**config.mk**
```make
export PLATFORM = sky130hd
export DESIGN_NAME = uart_reg_bridge
export DESIGN_NICKNAME = d
export VERILOG_FILES = /design/src/rtl/uart_reg_bridge_pkg.sv /design/src/rtl/uart_reg_bridge_timer.sv /design/src/rtl/uart_reg_bridge.sv
export SDC_FILE = /design/constraint.sdc
export NUM_CORES = 1
export LEC_CHECK = 0
export CORE_ASPECT_RATIO = 1.75
export CORE_MARGIN = 2
export CORE_UTILIZATION = 48
export DETAILED_ROUTE_END_ITERATION = 10
export PLACE_DENSITY = 0.76
export SLEW_MARGIN = 10
export SYNTH_ARGS = -nofsm -noshare
export SYNTH_HDL_FRONTEND = slang
export SYNTH_SLANG_ARGS = --single-unit
```
**constraint.sdc**
```tcl
create_clock -name CLK -period 2.6 [get_ports CLK]
set_clock_uncertainty 0.15 [all_clocks]
set_input_delay 0.52 -clock CLK [delete_from_list [all_inputs] [get_ports CLK]]
set_output_delay 0.52 -clock CLK [all_outputs]
set_load 0.03 [all_outputs]
```
**src/rtl/uart_reg_bridge_pkg.sv**
```systemverilog
// Shared command/response codes and FSM state encoding for the UART register bridge.
package uart_reg_bridge_pkg;

    localparam logic [7:0] CMD_WR  = 8'h57;
    localparam logic [7:0] CMD_RD  = 8'h52;
    localparam logic [7:0] RSP_OK  = 8'h4B;
    localparam logic [7:0] RSP_ERR = 8'h3F;

    typedef enum logic [2:0] {
        ST_IDLE     = 3'd0,
        ST_GET_ADDR = 3'd1,
        ST_GET_DATA = 3'd2,
        ST_BUS_WR   = 3'd3,
        ST_BUS_RD   = 3'd4,
        ST_WAIT_RD  = 3'd5,
        ST_SEND     = 3'd6,
        ST_WAIT_TX  = 3'd7
    } state_t;

endpackage

```
**src/rtl/uart_reg_bridge_timer.sv**
```systemverilog
// Inactivity timer: counts while enabled, pulses EXPIRE on the last allowed cycle.
module uart_reg_bridge_timer #(
    parameter int TIMEOUT_CYCLES = 1_000_000
) (
    input  logic CLK,
    input  logic NRST,
    input  logic CLR,
    input  logic EN,
    output logic EXPIRE
);

    localparam int CW = (TIMEOUT_CYCLES > 1) ? $clog2(TIMEOUT_CYCLES) : 1;

    logic [CW-1:0] count_reg;

    always_ff @(posedge CLK or negedge NRST) begin
        if (!NRST) begin
            count_reg <= '0;
        end else if (CLR) begin
            count_reg <= '0;
        end else if (EN) begin
            count_reg <= count_reg + CW'(1);
        end
    end

    // CLR is left out here: it depends on the FSM next state, which depends on EXPIRE.
    assign EXPIRE = EN && (count_reg == CW'(TIMEOUT_CYCLES - 1));

endmodule

```
**src/rtl/uart_reg_bridge.sv**
```systemverilog
// UART command responder driving a simple register bus ('W' addr data / 'R' addr).
// Optional byte echo is enabled by defining UART_REG_BRIDGE_ECHO_EN.
module uart_reg_bridge
    import uart_reg_bridge_pkg::*;
#(
    parameter int DATA_BITS      = 8,
    parameter int TIMEOUT_CYCLES = 1_000_000
) (
    input  logic                 CLK,
    input  logic                 NRST,
    input  logic [DATA_BITS-1:0] RX_DO,
    input  logic                 RX_DRDY,
    output logic [DATA_BITS-1:0] TX_DI,
    output logic                 TX_DRDY,
    input  logic                 TX_BUSY,
    input  logic                 TX_DONE,
    output logic [DATA_BITS-1:0] REG_ADDR,
    output logic [DATA_BITS-1:0] REG_WDATA,
    output logic                 REG_WE,
    output logic                 REG_RE,
    input  logic [DATA_BITS-1:0] REG_RDATA,
    input  logic                 REG_RVALID
);

    state_t                 state_reg, state_next;
    state_t                 ret_reg, ret_next;
    logic                   wr_flag_reg, wr_flag_next;
    logic [DATA_BITS-1:0]   rsp_reg, rsp_next;
    logic [DATA_BITS-1:0]   tx_di_reg, tx_di_next;
    logic                   tx_drdy_reg, tx_drdy_next;
    logic [DATA_BITS-1:0]   addr_reg, addr_next;
    logic [DATA_BITS-1:0]   wdata_reg, wdata_next;
    logic                   we_reg, we_next;
    logic                   re_reg, re_next;
    logic                   rx_accept;
    logic                   timer_clr;
    logic                   timer_en;
    logic                   expire;

    uart_reg_bridge_timer #(
        .TIMEOUT_CYCLES(TIMEOUT_CYCLES)
    ) u_timer (
        .CLK   (CLK),
        .NRST  (NRST),
        .CLR   (timer_clr),
        .EN    (timer_en),
        .EXPIRE(expire)
    );

    always_ff @(posedge CLK or negedge NRST) begin
        if (!NRST) begin
            state_reg   <= ST_IDLE;
            ret_reg     <= ST_IDLE;
            wr_flag_reg <= 1'b0;
            rsp_reg     <= '0;
            tx_di_reg   <= '0;
            tx_drdy_reg <= 1'b0;
            addr_reg    <= '0;
            wdata_reg   <= '0;
            we_reg      <= 1'b0;
            re_reg      <= 1'b0;
        end else begin
            state_reg   <= state_next;
            ret_reg     <= ret_next;
            wr_flag_reg <= wr_flag_next;
            rsp_reg     <= rsp_next;
            tx_di_reg   <= tx_di_next;
            tx_drdy_reg <= tx_drdy_next;
            addr_reg    <= addr_next;
            wdata_reg   <= wdata_next;
            we_reg      <= we_next;
            re_reg      <= re_next;
        end
    end

    always_comb begin
        state_next   = state_reg;
        ret_next     = ret_reg;
        wr_flag_next = wr_flag_reg;
        rsp_next     = rsp_reg;
        tx_di_next   = tx_di_reg;
        tx_drdy_next = 1'b0;
        addr_next    = addr_reg;
        wdata_next   = wdata_reg;
        rx_accept    = 1'b0;

        case (state_reg)
            ST_IDLE: begin
                if (RX_DRDY) begin
                    rx_accept = 1'b1;
`ifdef UART_REG_BRIDGE_ECHO_EN
                    rsp_next   = RX_DO;
                    state_next = ST_SEND;
                    if (RX_DO == DATA_BITS'(CMD_WR) || RX_DO == DATA_BITS'(CMD_RD)) begin
                        wr_flag_next = (RX_DO == DATA_BITS'(CMD_WR));
                        ret_next     = ST_GET_ADDR;
                    end else begin
                        ret_next = ST_IDLE;
                    end
`else
                    if (RX_DO == DATA_BITS'(CMD_WR) || RX_DO == DATA_BITS'(CMD_RD)) begin
                        wr_flag_next = (RX_DO == DATA_BITS'(CMD_WR));
                        state_next   = ST_GET_ADDR;
                    end else begin
                        rsp_next   = DATA_BITS'(RSP_ERR);
                        state_next = ST_SEND;
                    end
`endif
                end
            end
            ST_GET_ADDR: begin
                // A byte arriving in the expiry cycle takes priority over the timeout.
                if (RX_DRDY) begin
                    rx_accept = 1'b1;
                    addr_next = RX_DO;
`ifdef UART_REG_BRIDGE_ECHO_EN
                    rsp_next   = RX_DO;
                    ret_next   = wr_flag_reg ? ST_GET_DATA : ST_BUS_RD;
                    state_next = ST_SEND;
`else
                    state_next = wr_flag_reg ? ST_GET_DATA : ST_BUS_RD;
`endif
                end else if (expire) begin
                    state_next = ST_IDLE;
                end
            end
            ST_GET_DATA: begin
                if (RX_DRDY) begin
                    rx_accept  = 1'b1;
                    wdata_next = RX_DO;
`ifdef UART_REG_BRIDGE_ECHO_EN
                    rsp_next   = RX_DO;
                    ret_next   = ST_BUS_WR;
                    state_next = ST_SEND;
`else
                    state_next = ST_BUS_WR;
`endif
                end else if (expire) begin
                    state_next = ST_IDLE;
                end
            end
            ST_BUS_WR: begin
                rsp_next   = DATA_BITS'(RSP_OK);
                ret_next   = ST_IDLE;
                state_next = ST_SEND;
            end
            ST_BUS_RD: begin
                state_next = ST_WAIT_RD;
            end
            ST_WAIT_RD: begin
                if (REG_RVALID) begin
                    rsp_next   = REG_RDATA;
                    ret_next   = ST_IDLE;
                    state_next = ST_SEND;
                end else if (expire) begin
                    rsp_next   = DATA_BITS'(RSP_ERR);
                    ret_next   = ST_IDLE;
                    state_next = ST_SEND;
                end
            end
            ST_SEND: begin
                if (!TX_BUSY) begin
                    tx_di_next   = rsp_reg;
                    tx_drdy_next = 1'b1;
                    state_next   = ST_WAIT_TX;
                end
            end
            ST_WAIT_TX: begin
                if (TX_DONE) begin
                    state_next = ret_reg;
                end
            end
            default: begin
                state_next = ST_IDLE;
            end
        endcase
    end

    // Strobes are registered from the next state so they line up with BUS_WR/BUS_RD.
    assign we_next   = (state_next == ST_BUS_WR);
    assign re_next   = (state_next == ST_BUS_RD);
    assign timer_en  = (state_reg == ST_GET_ADDR) || (state_reg == ST_GET_DATA) ||
                       (state_reg == ST_WAIT_RD);
    assign timer_clr = rx_accept || (state_next != state_reg);

    assign TX_DI     = tx_di_reg;
    assign TX_DRDY   = tx_drdy_reg;
    assign REG_ADDR  = addr_reg;
    assign REG_WDATA = wdata_reg;
    assign REG_WE    = we_reg;
    assign REG_RE    = re_reg;

endmodule

```
==> results.md, run 1 <==
- The run finished with clean final reports.
- The total design power is 4160 uW.
- The most instantiated flip-flop cell in the synthesis netlist is dfrtp_1.
- The critical path runs through a total of 6 cells.
- STA puts the critical path data required time at 2.69 ns.
- The mean instance size in the synthesized netlist is 11.4 um2.
- After synthesis, the cell types taking the most area are dfrtp_1, mux2_2, a211oi_2, xnor2_1, a21oi_1.
- The share of cells above drive strength 1 is 26.0%.
- The tightest hold margin is 0.00740 ns.
- The routing usage on met1 is 23.1%.
- In this run the critical register-to-register path is launched from u_timer.count_reg[11].
- The synthesized netlist cell count is 257.
- The final number of max-transition violations came to 0.
- In the synthesized netlist the async set-or-reset flop fraction comes to 100%.
- The die boundary height is 108 um.
- The count of port buffers added during placement is 48.
- The number of warning messages in the yosys log is 0.
- The global routing's busiest layer is met2.
- Summing the sequential cell areas from Yosys gives 50.2% of the chip area.
- The horizontal extent of the die is 63.2 um.
- The number of endpoints with negative hold slack in the final report is 0.
- The normalized max-slew margin is 53.5%.
- The clock-pin slew reported for the worst setup and hold paths after clock tree synthesis is 0.06 ns.
- The endpoint of the lowest-slack register-to-register path is u_timer.count_reg[3].
- The worst setup path is launched from a flip-flop.
- The synthesized design contains 59 register bits.
- The total nets after synthesis is 280.
- The post-synthesis to final-layout area growth is 33.2%.
- The count of flip-flops with a built-in enable after synthesis is 0.
- For this run, the top clock speed supported by timing is 388 MHz.
- The synthesized design spends more area on one cell type than any other, namely dfrtp_1.
- The number of distinct library cells after synthesis is 55.
- Across the run, the number of max-cap violations was 0.
- The repair_antennas step left the layout with diodes totalling 0.
- In this run the biggest area consumer among cell types represents 50.2% of the synthesized area.
- The endpoint kind of the worst setup timing path is a flip-flop.
- The CTS tree is yes.
- The remaining global-route overflow is 0.
- The worst path uses 99.0% of the clock period.
- In this run the static leakage power is 0.00160 uW.
- After synthesis the cells add up to 0.00294 mm2.
- The placed instance area is 0.00370 mm2.
- The initial antenna violation count is 0.
- The path type of the worst setup path is flip-flop to flip-flop.
- The count of standard-cell rows is 37.
- The placed wire-length estimate after detailed placement is 4.97 mm.
- The register with the most flip-flops in the layout has 20 of them.
- The via count of the first global-routing pass came to 2392.
- In this run the deepest clock path goes through 2 buffers.
- Global routing consumed, on the met3 layer, 5.13% of the routing resources.
- The cell count of the worst reg-to-reg path is 6.
- Setup repair after global routing could not meet its margin everywhere.
- The fraction of met2 tracks used by global routing is 41.0%.
- On the critical path, the stage with the largest delay is an instance of or4_4.
- In the routed layout, each cell is associated on average with a via count of 5.47.
- In the final timing run, aggregate negative setup slack is 0 ns.
- The final cell area excluding filler cells is 0.00392 mm2.
- The actual slew at the worst max-slew pin is 0.697 ns.
- The global-route wire length before repair is 11.3 mm.
- The most numerous cell in the Yosys netlist is dfrtp_1.
- The count of nets left with antenna violations once routing finished came out at 0.
- Counting the fill cells in the layout gives 492.
- The buffer type at the clock tree root is clkbuf_8.
- The power per cell area is 1060 mW/mm2.
- For this run, design rule violations remaining after detail routing come to 0.
- The cell class contributing the biggest share of worst-path delay is simple AND/OR/NAND/NOR gates.
- The number of buffers created by CTS is 9.
- Setup violations remaining at the end of the flow were counted as 0.
- The share of the core filled with cells in the final layout is 66.6%.
- The critical path goes through or4_4 -> nor4_4 -> nand4b_1 -> a2111o_1 -> buf_12 -> a211oi_2.
- The type of the worst min-delay path is input pin to asynchronous set/reset pin.
- The DRC violation total after the first TritonRoute iteration is 109.
- Global routing consumed, over all layers together, 21.9% of the routing resources.
- The core region area is 0.00588 mm2.
- Once the floorplan was initialized, standard cells occupied 50.0% of the core.
- The CTS H-tree depth is 3.
- In this run the count of I/O pins placed on the die edge is 49.
- The clock net in this run drives a total of 59 sinks.
- The via count is 2280.
- The final critical-path required period is 2.57 ns.
- The data arrival time at the worst-slack endpoint is 2.67 ns.
- The post-layout net count is 358.
- The first detailed-routing pass took 4 iterations.
- In this run the worst path has a maximum fanout of 20.
- Together, buffers and inverters on the worst path number 1.
- The post-detailed-route wirelength per cell is 16.4 um.
- The placer congestion estimate is 0.799.
- For this run, the slowest stage of the critical path takes 0.51 ns.
- Wires add up to 6.83 mm.
- The largest vdd supply drop is 740 uV.
- The die covers 0.00679 mm2.
- The slack of the worst reg-to-reg path is 0.03 ns.
- Sorting the synthesized cells by how often they occur yields dfrtp_1, mux2_2, a21oi_1.
- Entering global routing, the biggest net connects 26 pins.
- The clock network latency to the later pin of the worst-skew pair is 0.34 ns.
final cells by class:
| type | count | area [um2] | share of cell area (%) |
|---|---|---|---|
| clock inverters | 3 | 15.0 | 0.383 |
| clock buffers | 12 | 145 | 3.71 |
| multi-input cells | 175 | 1370 | 35.1 |
| well taps | 78 | 97.6 | 2.49 |
| inverters | 10 | 37.5 | 0.958 |
| flip-flops and latches | 59 | 1480 | 37.7 |
| repair buffers | 80 | 771 | 19.7 |
power by group:
group / switching (uW) / internal, uW / total [uW]
sequential: 172 / 1190 / 1360
combinational: 1140 / 960 / 2100
clock: 333 / 361 / 694
total: 1650 / 2510 / 4160
metal layers:
metal,vias to the layer above,share of wire (%)
met1,1124,37
met4,0,2.2
met2,43,57
met5,-,0
li1,1101,-
met3,12,3.2
worst max path at each step:
| stage | start | end | slack (ns) |
|---|---|---|---|
| 3_5_place_dp | TX_DONE | u_timer.count_reg[3] | -0.20 |
| 6_report | u_timer.count_reg[11] | u_timer.count_reg[3] | 0.03 |
| 4_1_cts | u_timer.count_reg[11] | u_timer.count_reg[3] | 0.005 |
| 3_3_place_gp | TX_DONE | u_timer.count_reg[9] | -0.14 |
| 2_1_floorplan | u_timer.count_reg[6] | u_timer.count_reg[19] | 0.20 |
| 5_1_grt | u_timer.count_reg[13] | u_timer.count_reg[3] | -0.10 |
cell families after synthesis:
kind of cell	Yosys count	share of synthesized area, %
mux	25	9.54
xor+xnor	20	5.96
fa+ha+maj	1	0.426
flops	59	50.2
buf+inv	23	3.45
simple gates	67	13.3
compound gates	62	17.1
placed cells by master, fill, tap and decap left out, types with 2 or more instances in the layout:
| cell type | n |
|---|---|
| o22a_1 | 4 |
| xnor2_1 | 12 |
| a21oi_1 | 16 |
| nor2_1 | 6 |
| nor3_1 | 6 |
| a31oi_1 | 2 |
| a2bb2oi_1 | 3 |
| o21ai_0 | 8 |
| clkdlybuf4s50_1 | 47 |
| nand2b_1 | 4 |
| buf_4 | 28 |
| nand2_1 | 14 |
| and4_1 | 2 |
| nand4_1 | 5 |
| and3_1 | 4 |
| a22oi_1 | 2 |
| dfrtp_1 | 59 |
| mux2_2 | 24 |
| buf_12 | 3 |
| a211oi_2 | 11 |
| xor2_1 | 8 |
| nand4b_1 | 2 |
| inv_1 | 10 |
| clkinv_2 | 3 |
| nand3_1 | 9 |
| clkbuf_1 | 2 |
| clkbuf_8 | 10 |
| and2_1 | 3 |
timing repair:
| item | 4_1_cts | 5_1_grt |
|---|---|---|
| endpoints found under the setup margin | 1 | 17 |
| gates resized for setup | 0 | 2 |
| pin swaps | 2 | 1 |
| buffers inserted | 1 | 1 |
| gates cloned | 0 | 1 |
| hold buffers | 0 | 0 |
per-stage QoR:
stage,setup WS (ns),instances
after CTS,0.00465,415
after detailed placement,-0.200,399
after floorplan,0.198,257
final,0.0256,417
after global placement,-0.137,399
after global routing,-0.100,417
Power figures use the tool's default switching activity.
==> run 2, diff against run 1 <==
--- a/config.mk
+++ b/config.mk
@@ -10,7 +10,7 @@
 export CORE_UTILIZATION = 48
 export DETAILED_ROUTE_END_ITERATION = 10
 export PLACE_DENSITY = 0.76
-export SLEW_MARGIN = 10
+export SLEW_MARGIN = 30
 export SYNTH_ARGS = -nofsm -noshare
 export SYNTH_HDL_FRONTEND = slang
 export SYNTH_SLANG_ARGS = --single-unit
==> results of run 2 <==
No change in the layout: final DEF, timing and power equal those of run 1.
==> run 3, diff against run 2 <==
--- a/config.mk
+++ b/config.mk
@@ -7,9 +7,9 @@
 export LEC_CHECK = 0
 export CORE_ASPECT_RATIO = 1.75
 export CORE_MARGIN = 2
-export CORE_UTILIZATION = 48
+export CORE_UTILIZATION = 43
 export DETAILED_ROUTE_END_ITERATION = 10
-export PLACE_DENSITY = 0.76
+export PLACE_DENSITY = 0.69
 export SLEW_MARGIN = 30
 export SYNTH_ARGS = -nofsm -noshare
 export SYNTH_HDL_FRONTEND = slang
==> run 3 against run 2 <==
  * Core utilization shrank 5.6 points
  * Sequential power hardly changed
  * Fmax up 2.6%
  * Die area grew 11%
  * Critical path type unchanged
  * Critical endpoint is now u_timer.count_reg[19]
  * Highest routed layer unchanged
==> results.md, run 3 (synthesized netlist as in run 1, its figures left out) <==
- The setup TNS is 0 ns.
- For the pin with the worst max-slew slack, the measured transition is 0.727 ns.
- For this design, the sink count on the clock tree is 59.
- The first global-routing pass estimated 11.3 mm of wire.
- The largest vdd supply drop is 765 uV.
- After detailed routing, the average wire length per cell comes to 15.8 um.
- The startpoint of the worst register-to-register path is u_timer.count_reg[6].
- The number of buffers created by CTS is 9.
- Across all setup checks in the final design, the least slack found is 0.0898 ns.
- The path type of the worst setup path is flip-flop to flip-flop.
- Across the run, the number of max-cap violations was 0.
- Setup violations remaining at the end of the flow were counted as 0.
- The fraction of met2 tracks used by global routing is 34.8%.
- The library cells used most frequently in the layout, excluding fill and tap cells, are dfrtp_1, clkdlybuf4s50_1, buf_4, mux2_2, a21oi_1.
- The remaining global-route overflow is 0.
- The proportion of power drawn by combinational gates is 45.2%.
- In this run the standard cell core region covers 0.00659 mm2.
- The standby leakage power is 0.00165 uW.
- The share of the clock period used by the worst path after layout is 96.5%.
- In the global route stage, met3 resource usage came out at 5.17%.
- The final number of max-transition violations is 0.
- The count of port buffers added during placement is 48.
- The maximum clock frequency is 398 MHz.
- After detailed routing, the total wire length is 6.66 mm.
- The horizontal extent of the die is 66.5 um.
- The global routing's busiest layer is met2.
- The number of top-level pins is 49.
- The post-route netlist has 26.0% of its cells at a drive strength greater than 1.
- The placed wire-length estimate after detailed placement is 4.80 mm.
- The via count of the first global-routing pass is 2390.
- The slack of the worst reg-to-reg path is 0.09 ns.
- The number of diodes added for antenna fixing is 0.
- The post-synthesis to final-layout area growth is 36.8%.
- The worst setup path is launched from a flip-flop.
- The count of standard-cell rows is 39.
- The register with the most flip-flops in the layout has 20 of them.
- The worst register-to-register path ends at u_timer.count_reg[19].
- Registers are responsible for 30.7% of the overall power.
- The data arrival time at the worst-slack endpoint is 2.59 ns.
- The first detailed-routing pass took 4 iterations.
- For this design the total switching power over the nets is 1660 uW.
- Global routing used 22.5% of the available met1 tracks.
- Entering global routing, the biggest net connects 33 pins.
- The commonest non-fill, non-tap cell in the layout is dfrtp_1.
- The cell count of the worst reg-to-reg path is 6.
- The number of endpoints with negative hold slack in the final report was 0.
- The via-per-instance ratio is 5.46.
- The die is 113 um tall.
- The buffer type at the clock tree root is clkbuf_16.
- The switching fraction of total power is 37.0%.
- The clock network latency to the later pin of the worst-skew pair is 0.33 ns.
- The critical path starts at u_timer.count_reg[6].
- Headroom to the max-slew limit came out at 51.5%.
- The routed layout has 2293 vias.
- The worst setup path is captured at a flip-flop.
- The post-layout net count is 357.
- The die covers 0.00754 mm2.
- The overall track demand over capacity in global routing is 20.1%.
- Clock-pin slew was measured on the worst setup and hold paths at 0.05 ns.
- The number of hold buffers added after CTS is 0.
- Setup repair after global routing could not meet its margin everywhere.
- For this run, design rule violations remaining after detail routing come to 0.
- In this run the worst path has a maximum fanout of 20.
- The CTS H-tree depth is 3.
- For this design the ratio of total power to cell area is 1110 mW/mm2.
- The maximum root-to-sink buffer count is 2.
- At the worst endpoint, the required time is 2.68 ns.
- The clock network is responsible for 24.1% of the overall power.
- The placer congestion estimate is 0.804.
- The initial utilization of the core area, before any placement, comes to 44.6%.
- The count of nets left with antenna violations after detail routing is 0.
- Timing analysis after detailed placement gives a worst setup slack of -0.208 ns.
- The DRC violation total after the first TritonRoute iteration is 85.
- The type of the worst min-delay path is input pin to asynchronous set/reset pin.
- The CTS tree is yes.
- The internal power contribution is 2820 uW.
- The most critical setup path has its endpoint at u_timer.count_reg[19].
- The run finished with clean final reports.
- The final critical-path required period is 2.51 ns.
- The initial antenna violation count was 0.
run 3: changes by cell type in the layout (fill, tap and decap cells not counted), sizes merged:
cell,before,now
clkinv,3,2
run 3: worst min-delay path by stage:
stage | endpoint | slack [ns] | cells after the start
after floorplan | REG_ADDR[0] | 0.07 | 0
after global placement | rsp_reg[3] | 0.33 | 1
after detailed placement | rsp_reg[3] | 0.34 | 1
after CTS | u_timer.count_reg[16] | 0.08 | 1
after global routing | u_timer.count_reg[16] | 0.13 | 1
final | state_reg[0] | 0.07 | 1
run 3: power by group through the flow:
stage                     Sequential (uW)  Combinational (uW)  Clock [uW]
after floorplan                      1700                 915           0
after global placement               1380                2000           0
after detailed placement             1380                2030           0
after CTS                            1380                2040        1110
after global routing                 1410                2170        1150
final                                1370                2020        1080
run 3: what timing repair did:
| item | in CTS | in global routing |
|---|---|---|
| setup buffers | 0 | 1 |
| gates resized for setup | 0 | 1 |
| setup endpoints to repair | 0 | 12 |
run 3: worst max-delay path, stage by stage (launching register included):
cell and delay, ns:
dfrtp_1 0.38, or4_4 0.56, nor4_4 0.33, nand4b_1 0.16
a2111o_1 0.43, buf_12 0.18, a211oi_2 0.22
run 3: final cells by class:
class | instances | area [um2]
clock buffers | 13 | 270
clock inverters | 2 | 10.0
fillers | 569 | 2570
inverters | 10 | 37.5
multi-input cells | 175 | 1370
flip-flops and latches | 59 | 1480
well taps | 82 | 103
repair buffers | 79 | 758
run 3: per-layer routing:
layer  vias up  part of all wire [%]  wire length [um]
li1       1104                     -                 -
met5         -                     0                 0
met2        41                    55              3690
met3         8                   3.4               227
met4         0                   1.9               126
met1      1140                    39              2610
run 3: stage by stage:
| step | util [%] | area [um2] | hold slack (ns) | power, uW | std cells |
|---|---|---|---|---|---|
| after global placement | 56.6 | 3730 | 0.335 | 3380 | 404 |
| final | 61.0 | 4020 | 0.0695 | 4480 | 420 |
| after floorplan | - | 2940 | 0.0744 | 2610 | 257 |
| after CTS | 60.9 | 4010 | 0.0768 | 4530 | 419 |
| after detailed placement | 56.6 | 3730 | 0.342 | 3410 | 404 |
| after global routing | 61.0 | 4020 | 0.129 | 4720 | 420 |
